===== config.mk =====
export PLATFORM = sky130hd
export DESIGN_NAME = lsu
export DESIGN_NICKNAME = d
export VERILOG_FILES = /design/src/rtl/lsu.sv
export SDC_FILE = /design/constraint.sdc
export NUM_CORES = 1
export LEC_CHECK = 0
export ABC_AREA = 0
export BUFFER_PORTS_ARGS = -buffer_cell sky130_fd_sc_hd__buf_2
export CELL_PAD_IN_SITES_DETAIL_PLACEMENT = 2
export CELL_PAD_IN_SITES_GLOBAL_PLACEMENT = 2
export CORE_AREA = 2 2 164 166
export DETAILED_ROUTE_END_ITERATION = 6
export DIE_AREA = 0 0 166 168
export GPL_ROUTABILITY_DRIVEN = 0
export GPL_TIMING_DRIVEN = 0
export PLACE_DENSITY_LB_ADDON = 0.1
export SLEW_MARGIN = 25
export SYNTH_ARGS = -nofsm -noshare
export SYNTH_HDL_FRONTEND = slang
export SYNTH_SLANG_ARGS = --single-unit

===== constraint.sdc =====
create_clock -name clk_i -period 4.5 [get_ports clk_i]
set_input_delay 0.675 -clock clk_i [delete_from_list [all_inputs] [get_ports clk_i]]
set_output_delay 0.675 -clock clk_i [all_outputs]
set_load 0.1 [all_outputs]

===== src/rtl/lsu.sv =====
// -----------------------------------------------------------------------------
// lsu -- load-store unit between execute and writeback.
//
// Takes the effective address (rs1 + imm) plus store data and funct3 of a
// load/store, runs one outstanding request/grant/response transaction on the
// data-memory port, produces byte enables and lane-replicated store data, and
// aligns/extends load data. Results leave as a one-cycle writeback pulse or a
// one-cycle exception pulse. Every output is driven from a flop.
//
// Ports
//   clk_i, rst_n_i      clock, synchronous active-low reset
//   req_*               execute-stage request (valid/ready, we, funct3, addr,
//                       wdata, rd)
//   dmem_*              data-memory port (req/gnt, rvalid/rdata/err)
//   wb_valid_o/rd/data  load writeback pulse with destination and data
//   exc_valid_o/cause/addr  exception pulse: 0 ld-misaligned, 1 st-misaligned,
//                       2 ld-fault, 3 st-fault; addr is the byte address
// -----------------------------------------------------------------------------
module lsu (
  input  logic        clk_i,
  input  logic        rst_n_i,
  input  logic        req_valid_i,
  output logic        req_ready_o,
  input  logic        req_we_i,
  input  logic [2:0]  req_funct3_i,
  input  logic [31:0] req_addr_i,
  input  logic [31:0] req_wdata_i,
  input  logic [4:0]  req_rd_i,
  output logic        dmem_req_o,
  output logic        dmem_we_o,
  output logic [31:0] dmem_addr_o,
  output logic [3:0]  dmem_be_o,
  output logic [31:0] dmem_wdata_o,
  input  logic        dmem_gnt_i,
  input  logic        dmem_rvalid_i,
  input  logic [31:0] dmem_rdata_i,
  input  logic        dmem_err_i,
  output logic        wb_valid_o,
  output logic [4:0]  wb_rd_o,
  output logic [31:0] wb_data_o,
  output logic        exc_valid_o,
  output logic [1:0]  exc_cause_o,
  output logic [31:0] exc_addr_o
);

  typedef enum logic [1:0] {
    ST_IDLE = 2'd0,
    ST_REQ  = 2'd1,
    ST_WAIT = 2'd2
  } state_e;

  // Half needs bit 0 clear, word needs both low bits clear.
  function automatic logic is_misaligned(input logic [1:0] size, input logic [1:0] a);
    case (size)
      2'd0:    is_misaligned = 1'b0;
      2'd1:    is_misaligned = a[0];
      default: is_misaligned = (a != 2'd0);
    endcase
  endfunction

  function automatic logic [3:0] byte_en(input logic [1:0] size, input logic [1:0] a);
    case (size)
      2'd0:    byte_en = 4'b0001 << a;
      2'd1:    byte_en = 4'b0011 << {a[1], 1'b0};
      default: byte_en = 4'b1111;
    endcase
  endfunction

  // Replicating the operand across lanes lets memory pick by byte enable.
  function automatic logic [31:0] store_data(input logic [1:0] size, input logic [31:0] d);
    case (size)
      2'd0:    store_data = {4{d[7:0]}};
      2'd1:    store_data = {2{d[15:0]}};
      default: store_data = d;
    endcase
  endfunction

  // Shift the addressed lane down to bit 0, then extend per funct3.
  function automatic logic [31:0] load_data(input logic [2:0] f3, input logic [1:0] a,
                                            input logic [31:0] d);
    logic [31:0] sh;
    sh = d >> {a, 3'b000};
    case (f3[1:0])
      2'd0:    load_data = f3[2] ? {24'd0, sh[7:0]}  : {{24{sh[7]}}, sh[7:0]};
      2'd1:    load_data = f3[2] ? {16'd0, sh[15:0]} : {{16{sh[15]}}, sh[15:0]};
      default: load_data = d;
    endcase
  endfunction

  state_e      state_q, state_d;
  logic        we_q, we_d;
  logic [2:0]  funct3_q, funct3_d;
  logic [31:0] addr_q, addr_d;
  logic [4:0]  rd_q, rd_d;
  logic        dmem_req_q, dmem_req_d;
  logic        dmem_we_q, dmem_we_d;
  logic [31:0] dmem_addr_q, dmem_addr_d;
  logic [3:0]  dmem_be_q, dmem_be_d;
  logic [31:0] dmem_wdata_q, dmem_wdata_d;
  logic        wb_valid_q, wb_valid_d;
  logic [4:0]  wb_rd_q, wb_rd_d;
  logic [31:0] wb_data_q, wb_data_d;
  logic        exc_valid_q, exc_valid_d;
  logic [1:0]  exc_cause_q, exc_cause_d;
  logic [31:0] exc_addr_q, exc_addr_d;

  // Next-state and next-output computation for the request/response FSM.
  always_comb begin
    state_d      = state_q;
    we_d         = we_q;
    funct3_d     = funct3_q;
    addr_d       = addr_q;
    rd_d         = rd_q;
    dmem_req_d   = dmem_req_q;
    dmem_we_d    = dmem_we_q;
    dmem_addr_d  = dmem_addr_q;
    dmem_be_d    = dmem_be_q;
    dmem_wdata_d = dmem_wdata_q;
    wb_valid_d   = 1'b0;
    wb_rd_d      = wb_rd_q;
    wb_data_d    = wb_data_q;
    exc_valid_d  = 1'b0;
    exc_cause_d  = exc_cause_q;
    exc_addr_d   = exc_addr_q;
    case (state_q)
      ST_IDLE: begin
        if (req_valid_i) begin
          we_d     = req_we_i;
          funct3_d = req_funct3_i;
          addr_d   = req_addr_i;
          rd_d     = req_rd_i;
          if (is_misaligned(req_funct3_i[1:0], req_addr_i[1:0])) begin
            // Reported straight from IDLE; memory is never touched.
            state_d     = ST_IDLE;
            exc_valid_d = 1'b1;
            exc_cause_d = {1'b0, req_we_i};
            exc_addr_d  = req_addr_i;
          end else begin
            state_d      = ST_REQ;
            dmem_req_d   = 1'b1;
            dmem_we_d    = req_we_i;
            dmem_addr_d  = {req_addr_i[31:2], 2'b00};
            dmem_be_d    = byte_en(req_funct3_i[1:0], req_addr_i[1:0]);
            dmem_wdata_d = store_data(req_funct3_i[1:0], req_wdata_i);
          end
        end else begin
          state_d = ST_IDLE;
        end
      end
      ST_REQ: begin
        if (dmem_gnt_i) begin
          state_d    = ST_WAIT;
          dmem_req_d = 1'b0;
          dmem_we_d  = 1'b0;
        end else begin
          state_d = ST_REQ;
        end
      end
      ST_WAIT: begin
        if (dmem_rvalid_i) begin
          state_d = ST_IDLE;
          if (dmem_err_i) begin
            exc_valid_d = 1'b1;
            exc_cause_d = {1'b1, we_q};
            exc_addr_d  = addr_q;
          end else if (!we_q) begin
            wb_valid_d = 1'b1;
            wb_rd_d    = rd_q;
            wb_data_d  = load_data(funct3_q, addr_q[1:0], dmem_rdata_i);
          end else begin
            wb_valid_d = 1'b0;
          end
        end else begin
          state_d = ST_WAIT;
        end
      end
      default: begin
        state_d    = ST_IDLE;
        dmem_req_d = 1'b0;
        dmem_we_d  = 1'b0;
      end
    endcase
  end

  // State and output registers with synchronous active-low reset.
  always_ff @(posedge clk_i) begin
    if (!rst_n_i) begin
      state_q      <= ST_IDLE;
      we_q         <= 1'b0;
      funct3_q     <= 3'd0;
      addr_q       <= 32'd0;
      rd_q         <= 5'd0;
      dmem_req_q   <= 1'b0;
      dmem_we_q    <= 1'b0;
      dmem_addr_q  <= 32'd0;
      dmem_be_q    <= 4'd0;
      dmem_wdata_q <= 32'd0;
      wb_valid_q   <= 1'b0;
      wb_rd_q      <= 5'd0;
      wb_data_q    <= 32'd0;
      exc_valid_q  <= 1'b0;
      exc_cause_q  <= 2'd0;
      exc_addr_q   <= 32'd0;
    end else begin
      state_q      <= state_d;
      we_q         <= we_d;
      funct3_q     <= funct3_d;
      addr_q       <= addr_d;
      rd_q         <= rd_d;
      dmem_req_q   <= dmem_req_d;
      dmem_we_q    <= dmem_we_d;
      dmem_addr_q  <= dmem_addr_d;
      dmem_be_q    <= dmem_be_d;
      dmem_wdata_q <= dmem_wdata_d;
      wb_valid_q   <= wb_valid_d;
      wb_rd_q      <= wb_rd_d;
      wb_data_q    <= wb_data_d;
      exc_valid_q  <= exc_valid_d;
      exc_cause_q  <= exc_cause_d;
      exc_addr_q   <= exc_addr_d;
    end
  end

  assign req_ready_o  = (state_q == ST_IDLE);
  assign dmem_req_o   = dmem_req_q;
  assign dmem_we_o    = dmem_we_q;
  assign dmem_addr_o  = dmem_addr_q;
  assign dmem_be_o    = dmem_be_q;
  assign dmem_wdata_o = dmem_wdata_q;
  assign wb_valid_o   = wb_valid_q;
  assign wb_rd_o      = wb_rd_q;
  assign wb_data_o    = wb_data_q;
  assign exc_valid_o  = exc_valid_q;
  assign exc_cause_o  = exc_cause_q;
  assign exc_addr_o   = exc_addr_q;

endmodule

==> flow_metrics.env <==
export IMPL_status="finished, final reports clean"
export IMPL_rsz0062_at_grt="no"
export IMPL_std_cell_rows=60
export IMPL_drtIter0Drc=348
export IMPL_finClkSkew_ns=0.0146
export IMPL_cts_buffers=17
export IMPL_avgSynthCellArea_um2=8.70
export IMPL_clkSlewWorstSetupHoldPaths_ns=0.08
export IMPL_synth_cell_type_count=40
export IMPL_timing_fmax_mhz=423
export IMPL_synth_top_area_frac=0.462
export IMPL_critPathKind="flip-flop to flip-flop"
export IMPL_path_max_fanout=10
export IMPL_ctsResizeCount=0
export IMPL_die_area_um2=27900
export IMPL_cp_end_kind="flip-flop"
export IMPL_drc=0
export IMPL_p_total_w=0.00433
export IMPL_grt_max_degree=20
export IMPL_cts_sinks=184
export IMPL_finalHoldViolCount=0
export IMPL_wire_per_inst_um=19.9
export IMPL_antenna_found_initial=2
export IMPL_cp_arrival_ns=2.69
export IMPL_routed_wirelength_mm=30.7
export IMPL_powerDensity_nw_per_um2=423
export IMPL_synth_seq_area_share=0.462
export IMPL_pin_count=255
export IMPL_max_cap_violations=0
export IMPL_first_pass_iters=4
export IMPL_syn_cell_area_um2=7970
export IMPL_cts_hold_buf=0
export IMPL_cts_root_buf="clkbuf_16"
export IMPL_track_usage=0.221
export IMPL_yosysWarnings=0
export IMPL_setup_tns_ns=0
export IMPL_grt_pass1_vias=8339
export IMPL_insertion_delay_ns=0.44
export IMPL_cts_tree="yes"
export IMPL_die_h_um=168
export IMPL_setup_viol=0
export IMPL_cp_required_ns=4.83
export IMPL_synth_area_leader_cell="dfxtp_1"
export IMPL_dpl_hpwl_mm=22.9
export IMPL_p_leak_nw=5.14
export IMPL_cp_start_kind="flip-flop"
export IMPL_avgViaCountPerCell=4.98
export IMPL_ant_nets=0
export IMPL_htreeDepth=4
export IMPL_vias=7681
export IMPL_postSynthCellCount=916
export IMPL_core_area_um2=26400
export IMPL_worstMarginPinSlew_ns=0.773
export IMPL_hp_class="flip-flop to flip-flop"
export IMPL_die_x_um=166
export IMPL_relSlewSlack=0.485
export IMPL_clock_path_buffers=2
export IMPL_io_buffers=250
export IMPL_synth_area_top_cells="dfxtp_1 46%, nand2_1 12%, a21boi_0 8.4%"
export IMPL_drive_above_1_share=0.272
export IMPL_area_growth_synth_to_final_pct=28.5
export IMPL_synth_seq_cells=184
export IMPL_finalMaxSlewViolations=0
export IMPL_postCtsSetupBuffers=0
export IMPL_min_period_ns=2.36
export IMPL_final_min_period_over_clock_period=0.525
export IMPL_nets=1297
export IMPL_ir_worst_vdd_mv=0.187
export IMPL_grt_pass1_wl_mm=48.2
export IMPL_grt_ovfl_total=0
export IMPL_initial_core_util=0.302
==> Yosys cell counts <==
library cell	count
nor4b_4	1
a2bb2oi_1	7
nand2b_1	4
o211a_1	51
a21o_1	7
mux2i_1	63
and2_1	2
or2_2	7
a21oi_1	26
a31oi_2	1
a22oi_1	1
and3b_1	1
nand4b_1	1
o211ai_1	7
inv_1	1
and3_1	3
conb_1	1
a31oi_1	16
nor3_1	2
o31ai_4	1
buf_4	9
buf_2	21
nor3b_2	1
o22ai_1	8
o311a_1	1
a21boi_0	89
nand2_1	260
clkbuf_2	2
nand3b_1	2
o21ai_1	1
clkbuf_1	49
buf_1	3
nand3_1	10
nor3b_1	1
nor2b_1	9
nor2_1	16
or3b_1	1
o21ai_0	45
mux4_2	1
dfxtp_1	184
==> cells by family after synthesis <==
kind of cell | after synthesis | synth area share
AO/OA/AOI/OAI | 261 | 0.239
buffers and inverters | 85 | 0.0479
flip-flops | 184 | 0.462
multiplexers | 64 | 0.0820
other | 1 | 0.000471
AND/OR/NAND/NOR | 321 | 0.168
==> worst max-delay path, stage by stage, from the launching register on <==
cell and delay (ns):
dfxtp_1 0.30, buf_2 0.16, nor3b_2 0.56, and3_1 0.34, clkbuf_1 0.57, nand3_1 0.16
o211a_1 0.17
==> metal layers <==
metal	routed length, um	GRT usage
met1	14400	0.290
met3	1260	0.0437
met2	14500	0.373
met5	24	0
met4	535	0.0601
==> area by class of cell <==
class	count	area [um^2]
antenna	1	2.50
clock buffer	17	425
inverter	1	3.75
sequential	184	3680
buffer	84	378
clock inverter	15	159
timing repair buffer	250	1250
fill	3110	16100
multi-input combinational	648	3910
tap	341	427
==> per-stage QoR <==
stage	area [um^2]	setup WS, ns	utilization	hold slack, ns	instances
4_1_cts	10200	2.10	0.388	0.466	1540
6_report	10200	2.14	0.388	0.464	1541
5_1_grt	10200	1.94	0.388	0.490	1540
3_3_place_gp	9650	1.75	0.366	0.450	1508
2_1_floorplan	7970	2.13	-	0.443	917
3_5_place_dp	9650	1.66	0.366	0.458	1508
==> worst paths after layout <==
kind         slack, ns  cells after the start               to            start
max reg2reg       2.14                      6  dmem_wdata_o[9]       state_q[1]
min reg2reg       0.46                      2  dmem_addr_o[22]  dmem_addr_o[22]
max               2.14                      6  dmem_wdata_o[9]       state_q[1]
min               0.46                      2  dmem_addr_o[22]  dmem_addr_o[22]
==> state kept, by name (all words and copies together), names as in the netlist, 2 cells and up <==
name          cells
funct3_q          3
state_q           2
dmem_addr_o      30
dmem_wdata_o     32
dmem_be_o         4
addr_q           32
wb_rd_o           5
exc_addr_o       32
rd_q              5
exc_cause_o       2
wb_data_o        32
==> power by group <==
group          leakage, nW  switching, W  internal [W]
clock                0.284      0.000775      0.000744
sequential            1.50     0.0000477       0.00172
combinational         3.35      0.000822      0.000224
total                 5.14       0.00165       0.00269
==> placed cells by master, fill, tap and decap left out, drive strengths merged, types with 7 or more instances in the layout <==
| cell | count |
|---|---|
| o21ai | 46 |
| clkinv | 7 |
| o211a | 51 |
| inv | 8 |
| o22ai | 8 |
| or2 | 7 |
| o211ai | 7 |
| a21o | 7 |
| a2bb2oi | 7 |
| nand2 | 260 |
| nor2 | 16 |
| nor2b | 9 |
| clkbuf | 68 |
| a21oi | 26 |
| a21boi | 89 |
| nand3 | 10 |
| mux2i | 63 |
| buf | 283 |
| a31oi | 17 |
| dfxtp | 184 |
No activity file was read; power rests on OpenSTA's default activity.
